==> src/rtl/mod_step_counter.sv <==
// Up/down modulo counter with prescaler, wrap/saturate boundary handling,
// synchronous clear/load, one-cycle terminal-count pulse and sticky overflow.
module mod_step_counter #(
  parameter int WIDTH    = 4,
  parameter int MAX_VAL  = 9,
  parameter int PRESCALE = 1
) (
  input  logic             clk,
  input  logic             rst,
  input  logic             en,
  input  logic             up_dn,
  input  logic             sat_mode,
  input  logic             clr,
  input  logic             load,
  input  logic [WIDTH-1:0] load_val,
  input  logic             ovf_clr,
  output logic [WIDTH-1:0] count,
  output logic             tc,
  output logic             ovf
);

  localparam int PS_W = (PRESCALE > 1) ? $clog2(PRESCALE) : 1;
  localparam logic [WIDTH-1:0] MAX_C   = WIDTH'(MAX_VAL);
  localparam logic [PS_W-1:0]  PS_LAST = PS_W'(PRESCALE - 1);

  logic [WIDTH-1:0] count_q, count_d;
  logic [PS_W-1:0]  ps_q, ps_d;
  logic             tc_q, tc_d;
  logic             ovf_q, ovf_d;
  logic             ps_done;
  logic             step;
  logic             boundary;

  assign ps_done = (ps_q == PS_LAST);
  assign step    = en && ps_done && !clr && !load;
  // Boundary depends on direction: top when counting up, zero when counting down.
  assign boundary = up_dn ? (count_q == MAX_C) : (count_q == '0);

  always_comb begin
    count_d = count_q;
    ps_d    = ps_q;
    tc_d    = 1'b0;
    ovf_d   = ovf_clr ? 1'b0 : ovf_q;

    if (clr) begin
      count_d = '0;
      ps_d    = '0;
    end else if (load) begin
      count_d = (load_val > MAX_C) ? MAX_C : load_val;
      ps_d    = '0;
    end else if (en) begin
      ps_d = ps_done ? '0 : ps_q + 1'b1;
    end

    if (step) begin
      if (boundary) begin
        tc_d  = 1'b1;
        ovf_d = 1'b1;
        if (!sat_mode) begin
          count_d = up_dn ? '0 : MAX_C;
        end
      end else begin
        count_d = up_dn ? count_q + 1'b1 : count_q - 1'b1;
      end
    end
  end

  always_ff @(posedge clk) begin
    if (rst) begin
      count_q <= '0;
      ps_q    <= '0;
      tc_q    <= 1'b0;
      ovf_q   <= 1'b0;
    end else begin
      count_q <= count_d;
      ps_q    <= ps_d;
      tc_q    <= tc_d;
      ovf_q   <= ovf_d;
    end
  end

  assign count = count_q;
  assign tc    = tc_q;
  assign ovf   = ovf_q;

endmodule

==> config.mk <==
export PLATFORM = sky130hd
export DESIGN_NAME = mod_step_counter
export DESIGN_NICKNAME = d
export VERILOG_FILES = /design/src/rtl/mod_step_counter.sv
export SDC_FILE = /design/constraint.sdc
export NUM_CORES = 1
export LEC_CHECK = 0
export CORE_AREA = 2 2 39 41
export DETAILED_ROUTE_END_ITERATION = 10
export DIE_AREA = 0 0 41 43
export HOLD_SLACK_MARGIN = 0.08
export PLACE_DENSITY = 0.66
export SYNTH_ARGS = -nofsm -noshare
export SYNTH_HDL_FRONTEND = slang
export SYNTH_SLANG_ARGS = --single-unit
==> constraint.sdc <==
create_clock -name clk -period 1.8 [get_ports clk]
set_clock_uncertainty 0.2 [all_clocks]
set_input_delay 0.27 -clock clk [delete_from_list [all_inputs] [get_ports clk]]
set_output_delay 0.27 -clock clk [all_outputs]
set_load 0.005 [all_outputs]
---- Yosys cells after proc, flatten, opt, wreduce, memory -nomap -nowiden ----
Index checks and enable logic that the tools add are counted.
operators by class
  $add $sub $neg .......................... 3
  multiply operators ...................... 0
  div/mod/pow operators ................... 0
  magnitude comparators ................... 1
  equality and inequality tests ........... 1
  shifts and indexed selects .............. 0
  multiplexer cells ....................... 14
  bitwise logic cells ..................... 2
  reductions and logical operators ........ 8
operators with widths
  cell                                                   count
  two-way mux 4 bit                                      8
  two-way mux 1 bit                                      6
  adder 4 x 1 -> 4 bit (second input constant)           1
  equality test 4 bit (second input constant)            1
  greater-than comparator 4 bit (second input constant)  1
  zero test 4 bit                                        1
  subtractor 4 x 1 -> 4 bit (second input constant)      1
  logical AND 1 bit                                      3
  OR reduction 3 bit                                     1
  zero test 1 bit                                        2
  NOT 1 bit                                              2
  OR reduction 2 bit                                     1
  adder 1 bit (second input constant)                    1
word-level totals
  bits in registers ....................... 7
  bits in latches ......................... 0
  memory bits (writable) .................. 0
  memory bits (read-only) ................. 0
  bits of input ports ..................... 12
  output and inout port bits .............. 6
  word-level logic and storage cells ...... 33
  memories kept ........................... 0

---- Depth between registers and ports, before layout ----
  depth in word-level cells ............... 7
  depth in mapped cells ................... 6
  mapped depth without buffers ............ 6

---- Worst setup path before layout ----
Ideal clock, no wire load.
  path type ............................... input to register
  from .................................... input port up_dn
  to ...................................... register count_q[3] (netlist: count[3])
  library setup time ...................... 0.087 ns
  arrival time ............................ 1.425 ns
  required time ........................... 1.513 ns
  slack ................................... 0.088 ns
  stages .................................. 6
  path buffers ............................ 0
  path through ............................ inv_1 > ha_1 > a21oi_1 > a21oi_1 > o311a_1 > o31ai_1
on the way
  word-level cells in the longest chain between the ends .. 4
  elaborated cells on any way between the ends .. 6
  classes of those cells .................. mux: 6
RTL lines
  item                  RTL line  source
  from (decl)           11        input logic up_dn,
  two-way mux 4 bit     60        count_d = up_dn ? '0 : MAX_C;
  two-way mux 4 bit     59        if (!sat_mode) begin
  two-way mux 4 bit *   56        if (boundary) begin
  two-way mux 4 bit *   55        if (step) begin
  to (signal assigned)  75        count_q <= count_d;
  to (decl)             26        logic [WIDTH-1:0] count_q, count_d;
Mark *: on every way between the ends. The rest lies on a longest branch, timed or not.
A chain may end at the register's enable or synchronous reset.

---- Worst setup path after layout ----
  from .................................... register count_q[1] (netlist: count[1])
  to ...................................... output port count[1]
RTL lines
  item       RTL line  source
  to (decl)  17        output logic [WIDTH-1:0] count,
No word-level cell between the ends.

==> results.py <==
metrics = {
    "synth": {
        "synth_top_area_cell": "dfxtp_1",
        "ys_warn_count": 0,
        "syn_area_um2": 440,
        "yosysUniqueCellTypes": 26,
        "syn-instance-count": 54,
        "synth-seq-cells": 6,
        "ys_top_cells_by_area": "dfxtp_1, a21oi_1, ha_1, fa_1, o21ai_0",
        "netlist.area_leader.share": 0.273,
        "avgSynthCellArea_um2": 8.16,
        "seq_area_frac_synth": 0.273,
        "syn_nets": 69,
    },
    "pwr": {
        "power.density_nw_per_um2": 531,
        "leakage_nw": 0.299,
        "vdd_drop_max_mv": 0.277,
    },
    "cells_and_area": {
        "syn2layout_area_growth_pct": 71.0,
        "final_layout_size_suffix_gt1_frac": 0.250,
        "layout.nets": 101,
        "insertedDiodeCount": 0,
        "finish.utilization": 0.544,
    },
    "floorplanning": {
        "chipWidth_um": 41,
        "pin_count": 18,
        "start_util": 0.318,
        "die_height_um": 43,
        "dieArea_um2": 1760,
        "num_rows": 14,
        "fp.coreArea_um2": 1380,
    },
    "grt": {
        "grt_max_degree": 9,
        "grt_pass1_vias": 497,
        "grt_pass1_wl_mm": 2.09,
        "overflow": 0,
        "antenna_found_initial": 0,
        "track_usage": 0.185,
    },
    "setup_path": {
        "required_ns": 1.33,
        "startpoint_type": "flip-flop",
        "crit_family": "buffers and inverters",
        "crit_arrival_ns": 1.27,
        "crit_chain": "buf_4, clkdlybuf4s50_1",
        "cp_max_fo": 3,
        "cp_slowest_stage_delay_ns": 0.49,
        "worst-setup-path-type": "reg2out",
        "critPathCaptureType": "primary output",
        "slowest_stage": "clkdlybuf4s50_1",
        "cp_num_buf_inv": 2,
    },
    "routing": {
        "drcViolationCount": 0,
        "dr_total_vias": 518,
        "first_pass_iters": 2,
        "viasPerCell": 5.18,
        "antenna_left": 0,
        "drt-initial-drc-count": 11,
        "wire_per_inst_um": 12.7,
        "drt-total-wl_mm": 1.27,
    },
    "clock_tree": {
        "clock_latency_ns": 0.26,
        "cts_root_buf": "clkbuf_4",
        "clk_pin_slew_worst_paths_ns": 0.05,
        "cts_tree": "done",
        "cts_buffers": 3,
        "cts.path.max_buffers": 2,
        "htree_num_levels": 1,
        "cts.sinks": 6,
    },
    "sta": {
        "fin_crit_ns": 1.74,
        "timing.fmax_mhz": 574,
        "fin_crit_sh": 0.968,
        "rsz0062_at_grt": "false",
        "slew_headroom": 0.761,
        "finalHoldViolations": 0,
        "hold_ws_ns": 0.416,
        "finalSetupViolCount": 0,
        "drv_slew": 0,
        "worstMarginPinSlew_ns": 0.357,
    },
    "worst_hold_path": {
        "hp-class": "reg2reg",
    },
    "job": {
        "cap_violations": 0,
    },
    "placement": {
        "gp_congestion": 0.923,
        "placement.io_buffers": 17,
        "hpwl_um": 998,
    },
    "status": {
        "outcome": "completed",
    },
}
[routing by layer]
metal  share of wire  track usage  wire length [um]  vias up
li1                -            -                 -      271
met1            0.47        0.226               591      226
met2            0.46        0.259               580       16
met3           0.047       0.0681                59        5
met4           0.028        0.120                35        0
met5               0            0                 0        -
[repair_timing]
action / in CTS / in global routing
gates resized for setup: 7 / 1
gates cloned: 0 / 0
pin swaps: 0 / 0
hold buffers: 0 / 0
setup endpoints to repair: 2 / 2
setup buffers: 0 / 0
[power breakdown]
group	leakage, nW	internal [mW]	total (mW)	switching, mW
sequential	0.0492	0.139	0.148	0.00836
clock	0.0138	0.0758	0.130	0.0542
combinational	0.236	0.0721	0.122	0.0502
total	0.299	0.287	0.400	0.113
[worst register-to-register path: stages, from the launching register on]
cell       delay [ns]
dfxtp_1          0.33
ha_4             0.28
nand3_1          0.09
and3_4           0.19
a2111oi_1        0.35
o31ai_1          0.12
[logic make-up (layout without fill, tap and decap cells)]
logic type	count (synthesis)	count (layout)	synth area share
flops	6	6	0.273
simple gates	20	20	0.259
fa+ha+maj	3	3	0.102
compound gates	19	19	0.290
mux	1	1	0.0227
xor+xnor	1	1	0.0199
buf+inv	4	34	0.0341
[flip-flops by register name (all words and copies together) (netlist names)]
register / flops
count: 4
ovf: 1
tc: 1
[worst paths after layout]
path,from,end,slack (ns),cells after the start
max reg2reg,count[2],count[3],0.13,5
max,count[1],count[1],0.06,2
min reg2reg,ovf,ovf,0.42,2
min,ovf,ovf,0.42,2
[Yosys cell counts]
cell       instances
a2111oi_0          1
a21oi_1            6
a221o_1            1
a41oi_1            1
and3_1             1
and3_4             1
dfxtp_1            6
fa_1               1
ha_1               2
inv_1              4
mux2i_1            1
nand2_1            3
nand3_1            3
nand3b_1           2
nor2_1             4
nor3_1             2
nor3b_1            2
o211ai_1           1
o21a_1             1
o21ai_0            4
o311a_1            1
o31ai_1            1
o41ai_1            2
or2_2              1
or3b_1             1
xor2_1             1
[through the flow]
| stage | cell area [um^2] | setup slack [ns] | setup TNS, ns | power, mW | cells |
|---|---|---|---|---|---|
| after floorplan | 440 | 0.0885 | 0 | 0.193 | 54 |
| after global placement | 706 | -0.415 | -1.21 | 0.263 | 97 |
| after global routing | 753 | 0.00746 | 0 | 0.420 | 100 |
| after detailed placement | 706 | -0.485 | -1.31 | 0.264 | 97 |
| final | 753 | 0.0568 | 0 | 0.400 | 100 |
| after CTS | 751 | 0.0638 | 0 | 0.403 | 100 |
[area by class of cell]
class | count | area (um^2)
Fill cell | 132 | 631
Multi-Input combinational cell | 44 | 330
Timing Repair Buffer | 27 | 244
Sequential cell | 6 | 121
Clock buffer | 3 | 22.5
Tap cell | 16 | 20.0
Inverter | 4 | 15.0
[cells in the final DEF (no fill, tap or decap), drive strengths merged, types with 2 or more instances in the layout]
master	n
inv	4
nor3	2
nor2	4
dfxtp	6
nand3	3
buf	10
ha	2
nand2	3
nand3b	2
clkbuf	3
a21oi	6
o21ai	4
and3	2
nor3b	2
o41ai	2
clkdlybuf4s50	16
Power figures use the tool's default switching activity.
==> RTL edit (same settings) <==
Change the parameter `WIDTH` from 4 to 3.
--- a/src/rtl/mod_step_counter.sv
+++ b/src/rtl/mod_step_counter.sv
@@ -3,3 +3,3 @@
 module mod_step_counter #(
-  parameter int WIDTH    = 4,
+  parameter int WIDTH    = 3,
   parameter int MAX_VAL  = 9,
Interface: changed (resized count and load_val); port bits go from 18 to 16. No check against the original RTL was run, so the function may have changed too.
==> RTL edit against the unedited design <==
Register-to-register slack got worse by 0.17 ns. Cell area shrank 0.50%. Routed wire length decreased by 11%. Hold slack got worse by 0.14 ns. Count of clock-buffer cells in the layout grew 1. Setup slack worse by 0.092 ns. Sequential cell count down 1. Maximum frequency decreased by 5.0%. Synthesized area decreased by 20%. Power fell by 6.3%. Die area is the same. The flow now finishes with violations (setup timing).
==> RTL edit: results <==
[outcome]
status = finished with violations
violations = setup timing

[power_and_ir_drop]
p_leak_nw = 0.2875
pwr-share-comb = 0.342
ir_drop_v = 0.0004725

[placed_design]
placed_area_um2 = 594.3
place_congestion = 0.7638

[detailed_routing]
first_pass_iters = 3
drt_iter0_drc = 4
via_count = 426
met2_length_um = 587

[layout]
clk_share = 0.03506
buffer_area_frac = 0.3406
seq-cell-share = 0.1402
nNonClkBuffers = 28
largest_register_ffs = 3
clkbuf_count = 4
multi_input_area_um2 = 326.6
drive_gt1_frac = 0.4054
multi_input_gates = 34
seqCellArea_um2 = 105.1
inverters = 3
fillers = 133

[synth]
synth-compound-area-share = 0.2028
synth_common_cells = 5 x dfxtp_1, 4 x ha_1, 4 x nor2_1
synthMuxAreaShare = 0.06050
synth_xor_area_frac = 0.02491
syn_nets = 57
ys_types = 22
ys_ff_latch = 5
synthAdderAreaFrac = 0.1423

[worst_setup_path]
cp_data_arrival_time_ns = 1.78

[timing]
setup_ws_ns = -0.03518
setup_viol = 1

[global_route]
grt_pass1_wl_mm = 1.580
grt_use_met1 = 0.1543
grtUsageMet3 = 0.07330
-- RTL edit: cell types whose count changed after synthesis, sizes merged, moves of 2 or more --
cell	delta
o21ai	-2
o41ai	-2
nand3	-3
or3	+2
nand2b	+3
a21oi	-3
nand3b	-2
and3	-2
ha	+2
-- RTL edit: what timing repair did --
| item | CTS | global route |
|---|---|---|
| gates resized for setup | 1 | 21 |
| pin swaps | 1 | 7 |
| setup buffers | 2 | 2 |
| hold buffers | 0 | 0 |
| setup endpoints to repair | 1 | 3 |
-- RTL edit: worst max-delay path: stages (launching register included) --
cell	delay [ns]
dfxtp_4	0.37
inv_4	0.08
buf_6	0.10
ha_4	0.11
mux2_4	0.14
nand2_2	0.05
or3_4	0.37
a2111oi_4	0.33
-- RTL edit: path summary, 6_finish.rpt --
check / from / end / slack [ns] / cells past startpoint
max: count[0] / count[2] / -0.04 / 7
min: ovf / ovf / 0.28 / 2
max reg2reg: count[0] / count[2] / -0.04 / 7
min reg2reg: ovf / ovf / 0.28 / 2
